`src/rtl/move_pulse_gen.sv`:
```
// rtl/move_pulse_gen.sv - synchronised, chord-rejecting one-cycle move pulses from active-low buttons
// Optional auto-repeat is compiled in with `define MOVE_AUTOREPEAT_EN.
module move_pulse_gen #(
  parameter int REPEAT_DELAY = 24,
  parameter int REPEAT_RATE  = 8
) (
  input  logic       clock,
  input  logic       reset,
  input  logic [3:0] key_n,
  input  logic       freeze,
  output logic       L,
  output logic       R,
  output logic       U,
  output logic       D
);

  typedef enum logic [1:0] {
    IDLE = 2'd0,
    HELD = 2'd1,
    LOCK = 2'd2
  } state_t;

  state_t     state, state_nx;
  logic [3:0] sync1, sync2;
  logic [3:0] pressed;
  logic [3:0] dir, dir_nx;
  logic [3:0] pulse, pulse_nx;
  logic       one_hot, multi, other_key;

  assign pressed   = ~sync2;
  assign one_hot   = $onehot(pressed);
  assign multi     = (pressed != '0) && !one_hot;
  assign other_key = |(pressed & ~dir);

  // Bit order of pulse matches key_n: {left, up, down, right}
  assign L = pulse[3];
  assign U = pulse[2];
  assign D = pulse[1];
  assign R = pulse[0];

`ifdef MOVE_AUTOREPEAT_EN
  localparam int MAX_PERIOD = (REPEAT_DELAY > REPEAT_RATE) ? REPEAT_DELAY : REPEAT_RATE;
  localparam int CW         = $clog2(MAX_PERIOD);

  logic [CW-1:0] cnt, cnt_nx;
  logic          repeating, repeating_nx;
  logic          expire;

  // First repeat waits REPEAT_DELAY, later ones REPEAT_RATE
  assign expire = (cnt == (repeating ? CW'(REPEAT_RATE - 1) : CW'(REPEAT_DELAY - 1)));
`else
  logic unused_params;
  assign unused_params = ^{REPEAT_DELAY, REPEAT_RATE};
`endif

  always_comb begin
    state_nx = state;
    dir_nx   = dir;
    pulse_nx = '0;
`ifdef MOVE_AUTOREPEAT_EN
    cnt_nx       = '0;
    repeating_nx = 1'b0;
`endif
    case (state)
      IDLE: begin
        if (freeze) begin
          state_nx = LOCK;
        end else if (one_hot) begin
          pulse_nx = pressed;
          dir_nx   = pressed;
          state_nx = HELD;
        end else if (multi) begin
          state_nx = LOCK;
        end
      end
      HELD: begin
        if (pressed == '0) begin
          state_nx = IDLE;
        end else if (freeze || other_key) begin
          state_nx = LOCK;
        end else begin
`ifdef MOVE_AUTOREPEAT_EN
          if (expire) begin
            pulse_nx     = dir;
            repeating_nx = 1'b1;
          end else begin
            cnt_nx       = cnt + CW'(1);
            repeating_nx = repeating;
          end
`endif
        end
      end
      LOCK: begin
        if ((pressed == '0) && !freeze) state_nx = IDLE;
      end
      default: state_nx = IDLE;
    endcase
  end

  always_ff @(posedge clock) begin
    if (reset) begin
      sync1 <= 4'hF;
      sync2 <= 4'hF;
      state <= IDLE;
      dir   <= '0;
      pulse <= '0;
    end else begin
      sync1 <= key_n;
      sync2 <= sync1;
      state <= state_nx;
      dir   <= dir_nx;
      pulse <= pulse_nx;
    end
  end

`ifdef MOVE_AUTOREPEAT_EN
  always_ff @(posedge clock) begin
    if (reset) begin
      cnt       <= '0;
      repeating <= 1'b0;
    end else begin
      cnt       <= cnt_nx;
      repeating <= repeating_nx;
    end
  end
`endif

endmodule

```
`config.mk`:
```
export PLATFORM = sky130hd
export DESIGN_NAME = move_pulse_gen
export DESIGN_NICKNAME = d
export VERILOG_FILES = /design/src/rtl/move_pulse_gen.sv
export SDC_FILE = /design/constraint.sdc
export NUM_CORES = 1
export LEC_CHECK = 0
export ABC_AREA = 1
export CORE_UTILIZATION = 54
export CTS_CLUSTER_SIZE = 25
export DETAILED_ROUTE_END_ITERATION = 7
export GPL_TIMING_DRIVEN = 0
export MAX_ROUTING_LAYER = met4
export PLACE_DENSITY = 0.89
export REMOVE_ABC_BUFFERS = 1
export SLEW_MARGIN = 20
export SYNTH_ARGS = -nofsm -noshare
export SYNTH_HDL_FRONTEND = slang
export SYNTH_SLANG_ARGS = --single-unit
export TNS_END_PERCENT = 30
```
`constraint.sdc`:
```
create_clock -name clock -period 3.89 [get_ports clock]
set_clock_uncertainty 0.05 [all_clocks]
set_input_delay 0.389 -clock clock [delete_from_list [all_inputs] [get_ports clock]]
set_output_delay 0.389 -clock clock [all_outputs]
set_load 0.03 [all_outputs]
```
==> results of run 1 <==
-- registers in the layout, indices dropped and copies added (netlist names) --
register	flops
state	2
pulse	4
sync1	4
sync2	4
dir	4
-- cells in the final DEF, fill, tap and decap left out, drive strengths merged --
| cell | Yosys | routed |
|---|---|---|
| a21oi | 2 | 2 |
| clkbuf | 1 | 4 |
| clkdlybuf4s50 | 0 | 10 |
| clkinv | 2 | 2 |
| dfxtp | 18 | 18 |
| fa | 1 | 1 |
| ha | 3 | 3 |
| inv | 11 | 11 |
| nand2 | 12 | 12 |
| nand3 | 8 | 8 |
| nand4 | 2 | 2 |
| nor2 | 12 | 12 |
| o21ai | 2 | 2 |
| o22ai | 2 | 2 |
| or2 | 9 | 9 |
-- stage by stage --
stage / utilization / instance area, sq um / setup slack [ns]
after global routing: 0.6914 / 910.9 / 1.514
after floorplan: - / 755.7 / 1.760
after CTS: 0.6914 / 910.9 / 1.605
after global placement: 0.6638 / 874.6 / 1.661
final: 0.6914 / 910.9 / 1.624
after detailed placement: 0.6638 / 874.6 / 1.624
-- worst register-to-register path, stage by stage (launching register included) --
cell and delay [ns]:
dfxtp_1 0.39, fa_1 0.55, inv_1 0.04, ha_1 0.17, ha_1 0.28, clkinv_2 0.08, nand4_4 0.12, or2_1 0.37
o21ai_2 0.16
-- cells in the mapped netlist (all sizes together) --
| cell type | number | area, sq um |
|---|---|---|
| clkbuf | 1 | 3.750 |
| buf | 1 | 11.26 |
| a21oi | 2 | 10.01 |
| o22ai | 2 | 25.02 |
| nand2 | 12 | 45.04 |
| ha | 3 | 37.54 |
| clkinv | 2 | 10.01 |
| o21ai | 2 | 17.52 |
| fa | 1 | 20.02 |
| nand4 | 2 | 27.53 |
| nand3 | 8 | 40.04 |
| or2 | 9 | 56.31 |
| dfxtp | 18 | 360.4 |
| nor2 | 12 | 65.06 |
| inv | 11 | 41.29 |
-- report_power, final --
part,switching [W],leakage (nW),internal (W)
combinational,0.0000287,0.241,0.0000258
clock,0.0000527,0.0210,0.0000570
sequential,0.00000767,0.147,0.000192
total,0.0000890,0.410,0.000275
-- routing by layer --
metal	share of wire	routed length, microns	up-vias
met1	0.45	505	236
met4	0.0063	7	0
met2	0.52	576	7
met3	0.021	23	2
li1	-	-	294
met5	0	0	-
-- worst max path at each step --
stage | start | end | slack, ns
2_1_floorplan | sync2[0]$_SDFF_PP1_ | dir[1]$_SDFFE_PP0P_ | 1.76
4_1_cts | sync2[0]$_SDFF_PP1_ | dir[1]$_SDFFE_PP0P_ | 1.60
3_5_place_dp | sync2[0]$_SDFF_PP1_ | dir[1]$_SDFFE_PP0P_ | 1.62
6_report | sync2[0]$_SDFF_PP1_ | dir[1]$_SDFFE_PP0P_ | 1.62
3_3_place_gp | sync2[0]$_SDFF_PP1_ | dir[1]$_SDFFE_PP0P_ | 1.66
5_1_grt | sync2[0]$_SDFF_PP1_ | dir[1]$_SDFFE_PP0P_ | 1.51
-- cell families after synthesis --
group | after synthesis | synth area share
AOI/OAI and AO/OA | 6 | 0.06818
buffers and inverters | 15 | 0.08603
and+or+nand+nor | 43 | 0.3036
adders and majority gates | 4 | 0.07468
DFF | 18 | 0.4675
-- layout make-up --
class / instances / area share
Timing Repair Buffer: 10 / 0.1099
Inverter: 13 / 0.05632
Multi-Input combinational cell: 53 / 0.3777
Sequential cell: 18 / 0.3956
Tap cell: 15 / 0.02060
Clock buffer: 4 / 0.03984
==> out/qor.txt, run 1 <==
First-pass GRT wire length -> 1.794 mm
Max-slew headroom -> 0.7558
Final hold slack -> 0.3699 ns
Final Net Count -> 110
CTS tree -> done
Port bufs -> 10
Final setup fails -> 0
Core Box Area -> 0.001318 sq mm
Grt met3 use -> 0.03409
Routed via count -> 539
GRT Total Usage -> 0.1793
CP Launch Type -> flop
Highest clock rate -> 441.3 MHz
Initial antenna violation count -> 0
Row count -> 13
H-tree depth -> 1
Tot Pwr -> 0.0003641 W
Critical path buffers and inverters -> 2
Layout Cells excl Fill -> 113
# IOs -> 11
Routed Antenna Nets -> 0
Crit path arrival time -> 2.44 ns
CP required -> 4.06 ns
Fin crit share -> 0.5825
Root buf cell -> clkbuf_4
WP depth -> 8
Vias in the first global route -> 466
Most common cell on crit path -> ha_1
Diode count -> 0
Seq. cell area -> 360.3 sq um
RSZ-0062 raised after global routing -> false
Via density -> 4.770
Cells after synthesis -> 86
Die Y -> 39.78 microns
Seq/Total Area, Yosys -> 0.4675
Die W -> 39.78 microns
Clk buf depth -> 2
Clock Latency Late Sink -> 0.28 ns
Clk sinks -> 18
IR Drop Worst-Case VDD -> 0.2615 mV
DR pass1 iterations -> 2
Crit path max-delay cell type -> fa_1
Final Max Slew Viols -> 0
Initial core utilization -> 0.5850
Crit path max fanout -> 8
Area of the multi-input gates -> 344.1 sq um
Number of fill cells -> 101
Final min period -> 2.266 ns
Max incr delay on CP -> 0.55 ns
Clock slew at reported path FFs -> 0.09 ns
Post-CTS setup buffers -> 0
Post-Route WL -> 1.112 mm
Final TNS setup -> 0 ns
Reg2Reg Depth -> 8
Mapped cell area -> 770.7 sq um
Avg Inst Size Synth -> 8.962 sq um
WL/cell -> 9.841 microns
1st-iter DRT viols -> 2
Overflow after GRT -> 0
HPWL Detailed -> 894.6 microns
Critical Path End Type -> flop
#FFs+latches synth -> 18
Drc violations -> 0
M2 GR Usage -> 0.2992
Worst setup path category -> reg2reg
M1 GR Usage -> 0.1972
Internal reg-to-reg setup slack -> 1.62 ns
Hold endpoint -> sync2[2]$_SDFF_PP1_
Post-CTS Resized -> 0
Die area -> 0.001582 sq mm
Largest net degree at the start of global routing -> 13
R2r endpoint -> dir[1]$_SDFFE_PP0P_
Dpl cells -> 109
Max-Cap Viols -> 0
Busiest grt layer -> met2
Lkg Pwr -> 0.4096 nW
CP top delay family -> adder cells
Cells along the critical path -> fa_1 > inv_1 > ha_1 > ha_1 > clkinv_2 > nand4_4 > or2_1 > o21ai_2
Power per standard cell area -> 399.7 mW/mm^2
Worst hold start -> sync1[2]$_SDFF_PP1_
Share of layout cells above drive strength 1 -> 0.2449
Worst min-delay path class -> reg2reg
Final hold violation count -> 0
Status -> complete, no violations
Gp weighted congestion -> 0.7739
Worst r2r src -> sync2[0]$_SDFF_PP1_
CTS Buf Count -> 3
Post-synthesis cell type count -> 20
Hold Path Depth -> 1
Yosys warning count -> 0
Cts hold-fix bufs -> 0
Area grow syn2layout -> 18.18%
Worst Tran Pin Value -> 0.3663 ns
No activity file was read; power rests on OpenSTA's default activity.
==> inputs of run 2 (changes only) <==
CORE_UTILIZATION = 51   (was 54)
PLACE_DENSITY = 0.85   (was 0.89)
clock period = 2.1 ns   (was 3.89 ns; I/O delays follow)
==> out/qor.txt, run 2 (synthesized netlist as in run 1, its figures left out) <==
WL/cell -> 12.26 microns
Clk sinks -> 18
Sw Share -> 0.2599
IR Drop Worst-Case VDD -> 0.4773 mV
Psw -> 0.0001708 W
GRT Total Usage -> 0.2061
Fin crit share -> 0.9696
Worst setup path category -> reg2reg
Combinational Power Share -> 0.199
Initial antenna violation count -> 0
Share of layout cells above drive strength 1 -> 0.3786
Final hold violation count -> 0
Power per standard cell area -> 658.2 mW/mm^2
Final min period -> 2.036 ns
Crit path arrival time -> 2.19 ns
Max incr delay on CP -> 0.54 ns
Worst Tran Pin Value -> 0.3619 ns
CTS Buf Count -> 3
Flop pwr share -> 0.560
Vias in the first global route -> 555
Highest clock rate -> 491.1 MHz
Final hold slack -> 0.3690 ns
Worst min-delay path class -> reg2reg
Routed via count -> 617
Clk pwr share -> 0.241
Die area -> 0.001671 sq mm
Layout Cells excl Fill -> 118
First-pass GRT wire length -> 2.090 mm
Die Y -> 40.88 microns
HPWL Detailed -> 944.3 microns
CP Launch Type -> flop
Clock slew at reported path FFs -> 0.09 ns
Most frequent cells in the layout -> 15 x dfxtp_1, 11 x nand2_1, 10 x clkdlybuf4s50_1
Critical path buffers and inverters -> 2
Crit path max fanout -> 8
Lkg Pwr -> 0.4311 nW
CP top delay family -> adder cells
Largest net degree at the start of global routing -> 13
Initial core utilization -> 0.5709
H-tree depth -> 1
Drc violations -> 0
Final Max Slew Viols -> 0
Final Net Count -> 116
Root buf cell -> clkbuf_4
Final TNS setup -> 0 ns
RSZ-0062 raised after global routing -> true
Area grow syn2layout -> 29.55%
Diode count -> 0
Max-Cap Viols -> 0
Gp weighted congestion -> 0.7054
Max-slew headroom -> 0.7579
Routed Antenna Nets -> 0
Port bufs -> 10
Final setup fails -> 0
Critical Path End Type -> flop
CP required -> 2.25 ns
Clk buf depth -> 2
Via density -> 5.229
Internal cell power -> 0.0004864 W
Die W -> 40.88 microns
Post-Route WL -> 1.447 mm
CTS tree -> done
DR pass1 iterations -> 4
Utilization after layout -> 0.7396
Status -> complete, no violations
Clock Latency Late Sink -> 0.28 ns
Overflow after GRT -> 0
1st-iter DRT viols -> 16
Row count -> 13
Crit path max-delay cell type -> fa_1
Commonest non-fill, non-tap cell in the layout -> dfxtp_1
Core Box Area -> 0.001350 sq mm
Most common cell on crit path -> ha_4
Cells along the critical path -> fa_1 > inv_2 > ha_4 > ha_4 > clkinv_4 > nand4_4 > or2_4 > o22ai_2
Dpl cells -> 109
# IOs -> 11
run 2: cell types whose count changed in the layout (fill, tap and decap cells not counted), sizes merged:
cell    before  now
clkbuf       4    3
buf          0    6
run 2: power groups by stage:
| stage | sequential, W | clock [W] | combinational [W] |
|---|---|---|---|
| after CTS | 0.000369 | 0.000166 | 0.000119 |
| after global placement | 0.000378 | 0 | 0.0000990 |
| after global routing | 0.000370 | 0.000181 | 0.000142 |
| after detailed placement | 0.000379 | 0 | 0.000103 |
| after floorplan | 0.000378 | 0 | 0.0000744 |
| final | 0.000368 | 0.000158 | 0.000131 |
run 2: worst paths after layout:
path / startpoint / end / slack, ns / cells past startpoint
max: sync2[1]$_SDFF_PP1_ / dir[0]$_SDFFE_PP0P_ / 0.06 / 8
min: sync1[3]$_SDFF_PP1_ / sync2[3]$_SDFF_PP1_ / 0.37 / 1
max reg2reg: sync2[1]$_SDFF_PP1_ / dir[0]$_SDFFE_PP0P_ / 0.06 / 8
min reg2reg: sync1[3]$_SDFF_PP1_ / sync2[3]$_SDFF_PP1_ / 0.37 / 1
run 2: metal layers:
layer  track usage  share of wire  wire, microns
met2        0.3750           0.54            787
met1        0.1973           0.39            570
met3       0.01630          0.037             54
met4        0.1583          0.023             34
met5             -              0              0
run 2: metrics by stage:
step / setup WS [ns] / instance area [sq um] / power [W]
2_1_floorplan: -0.02976 / 755.7 / 0.0004522
3_3_place_gp: -0.1302 / 874.6 / 0.0004768
3_5_place_dp: -0.1994 / 874.6 / 0.0004820
4_1_cts: 0.002762 / 957.2 / 0.0006548
5_1_grt: -0.02979 / 998.5 / 0.0006934
6_report: 0.06384 / 998.5 / 0.0006572
run 2: final cells by class:
cell class / count / area [sq um]
multi-input cells: 53 / 384.1
flip-flops and latches: 18 / 369.1
fillers: 107 / 351.6
repair buffers: 16 / 148.9
inverters: 13 / 55.05
clock buffers: 3 / 22.52
well taps: 15 / 18.77
run 2: what timing repair did:
| action | CTS | global route |
|---|---|---|
| endpoints found under the setup margin | 8 | 9 |
| hold buffers | 0 | 0 |
| gates resized for setup | 10 | 5 |
| pin swaps | 4 | 8 |
| buffers inserted | 3 | 3 |
==> inputs of run 3 (changes only) <==
CORE_MARGIN = 2   (was not set)
==> out/qor.txt, run 3 (synthesized netlist as in run 1, its figures left out) <==
Status -> complete, no violations
Diode count -> 0
Tot Pwr -> 0.0007008 W
Crit path arrival time -> 2.25 ns
Number of fill cells -> 114
Share of layout cells above drive strength 1 -> 0.3465
Sw Share -> 0.2568
Initial antenna violation count -> 0
Max-Cap Viols -> 0
Utilization after layout -> 0.6687
Clk buf depth -> 2
Internal cell power -> 0.0005208 W
Fin crit share -> 0.9820
Row count -> 14
Post-Route WL -> 1.301 mm
Max-slew headroom -> 0.7806
Area grow syn2layout -> 26.14%
Final setup fails -> 0
CTS Buf Count -> 3
Reg2Reg Depth -> 8
CP Launch Type -> flop
Clk pwr share -> 0.300
Overflow after GRT -> 0
CTS tree -> done
Largest net degree at the start of global routing -> 13
Most common cell on crit path -> ha_4
Combinational Power Share -> 0.172
Crit path max fanout -> 8
Initial core utilization -> 0.5301
Commonest non-fill, non-tap cell in the layout -> dfxtp_1
Final Max Slew Viols -> 0
CP top delay family -> adder cells
Clk sinks -> 18
Worst r2r src -> sync2[0]$_SDFF_PP1_
Worst setup path category -> reg2reg
Port bufs -> 10
Psw -> 0.0001799 W
Worst setup path start -> sync2[0]$_SDFF_PP1_
Die Y -> 42.88 microns
Crit path max-delay cell type -> fa_1
Flop pwr share -> 0.528
1st-iter DRT viols -> 10
Routed Antenna Nets -> 0
Clock Latency Late Sink -> 0.29 ns
Routed via count -> 589
Die area -> 0.001838 sq mm
Highest clock rate -> 484.9 MHz
GRT Total Usage -> 0.1698
Power per standard cell area -> 720.8 mW/mm^2
Critical path buffers and inverters -> 2
Cells along the critical path -> fa_1 > inv_2 > ha_4 > ha_4 > inv_4 > nand4_4 > or2_4 > o21ai_2
Core Box Area -> 0.001454 sq mm
R2r endpoint -> dir[3]$_SDFFE_PP0P_
CP required -> 2.29 ns
RSZ-0062 raised after global routing -> true
Clock slew at reported path FFs -> 0.10 ns
Vias in the first global route -> 559
Most frequent cells in the layout -> 15 x dfxtp_1, 12 x nand2_1, 10 x clkdlybuf4s50_1
Final hold violation count -> 0
Root buf cell -> clkbuf_4
Die W -> 42.88 microns
Dpl cells -> 110
Final min period -> 2.062 ns
Gp weighted congestion -> 0.7827
Lkg Pwr -> 0.4192 nW
DR pass1 iterations -> 4
Worst min-delay path class -> reg2reg
Drc violations -> 0
HPWL Detailed -> 948.2 microns
Critical Path End Type -> flop
Worst Tran Pin Value -> 0.3280 ns
# IOs -> 11
Layout Cells excl Fill -> 117
Internal reg-to-reg setup slack -> 0.04 ns
WP depth -> 8
Max incr delay on CP -> 0.54 ns
Final Net Count -> 113
IR Drop Worst-Case VDD -> 0.4945 mV
H-tree depth -> 1
First-pass GRT wire length -> 2.221 mm
Via density -> 5.034
WL/cell -> 11.12 microns
CP endpoint -> dir[3]$_SDFFE_PP0P_
run 3: cell count changes in the layout (fill, tap and decap cells not counted), sizes merged:
cell,previous run,this run
buf,6,3
clkbuf,3,4
clkinv,2,1
inv,11,12
run 3: layer usage:
layer / vias to the layer above / track usage / wire (microns)
met5: - / - / 0
met4: 0 / 0.1188 / 27
met3: 4 / 0.04255 / 59
met2: 16 / 0.2515 / 681
met1: 269 / 0.1995 / 533
li1: 300 / - / -
run 3: worst min path at each step:
| stage | endpoint | cells after the start | slack, ns | startpoint |
|---|---|---|---|---|
| finish | sync2[1]$_SDFF_PP1_ | 1 | 0.36 | sync1[1]$_SDFF_PP1_ |
| floorplan | state[0]$_SDFFE_PP0P_ | 1 | 0.23 | reset |
| global placement | sync2[1]$_SDFF_PP1_ | 1 | 0.34 | sync1[1]$_SDFF_PP1_ |
| CTS | sync2[3]$_SDFF_PP1_ | 1 | 0.37 | sync1[3]$_SDFF_PP1_ |
| detailed placement | sync2[3]$_SDFF_PP1_ | 1 | 0.34 | sync1[3]$_SDFF_PP1_ |
| global route | sync2[1]$_SDFF_PP1_ | 1 | 0.36 | sync1[1]$_SDFF_PP1_ |
run 3: area by class of cell:
class	instances	area (sq um)	area share
tap	16	20.02	0.02059
sequential	18	366.6	0.3771
multi-input combinational	53	374.1	0.3848
clock buffer	4	36.28	0.03732
timing repair buffer	13	122.6	0.1261
inverter	13	52.55	0.05405
run 3: stage by stage:
step	hold slack, ns	setup slack [ns]	setup TNS, ns	instance area, sq um
floorplan	0.2291	-0.02976	-0.08404	755.7
global placement	0.3431	-0.1303	-0.9038	875.8
detailed placement	0.3437	-0.1848	-1.311	875.8
CTS	0.3674	0.001217	0	950.9
global route	0.3620	-0.02774	-0.04013	972.2
finish	0.3602	0.03784	0	972.2
run 3: timing repair:
action                                  in CTS  in global routing
endpoints found under the setup margin       8                  9
pin swaps                                    3                  4
hold endpoints to repair                     0                  0
buffers inserted                             2                  1
resized for setup                            7                  4
hold buffers                                 0                  0
run 3: power by group through the flow:
stage | Sequential, W | Combinational [W] | Clock (W)
finish | 0.000370 | 0.000121 | 0.000210
global route | 0.000372 | 0.000134 | 0.000229
CTS | 0.000370 | 0.000116 | 0.000219
detailed placement | 0.000379 | 0.000104 | 0
global placement | 0.000378 | 0.0000989 | 0
floorplan | 0.000378 | 0.0000744 | 0
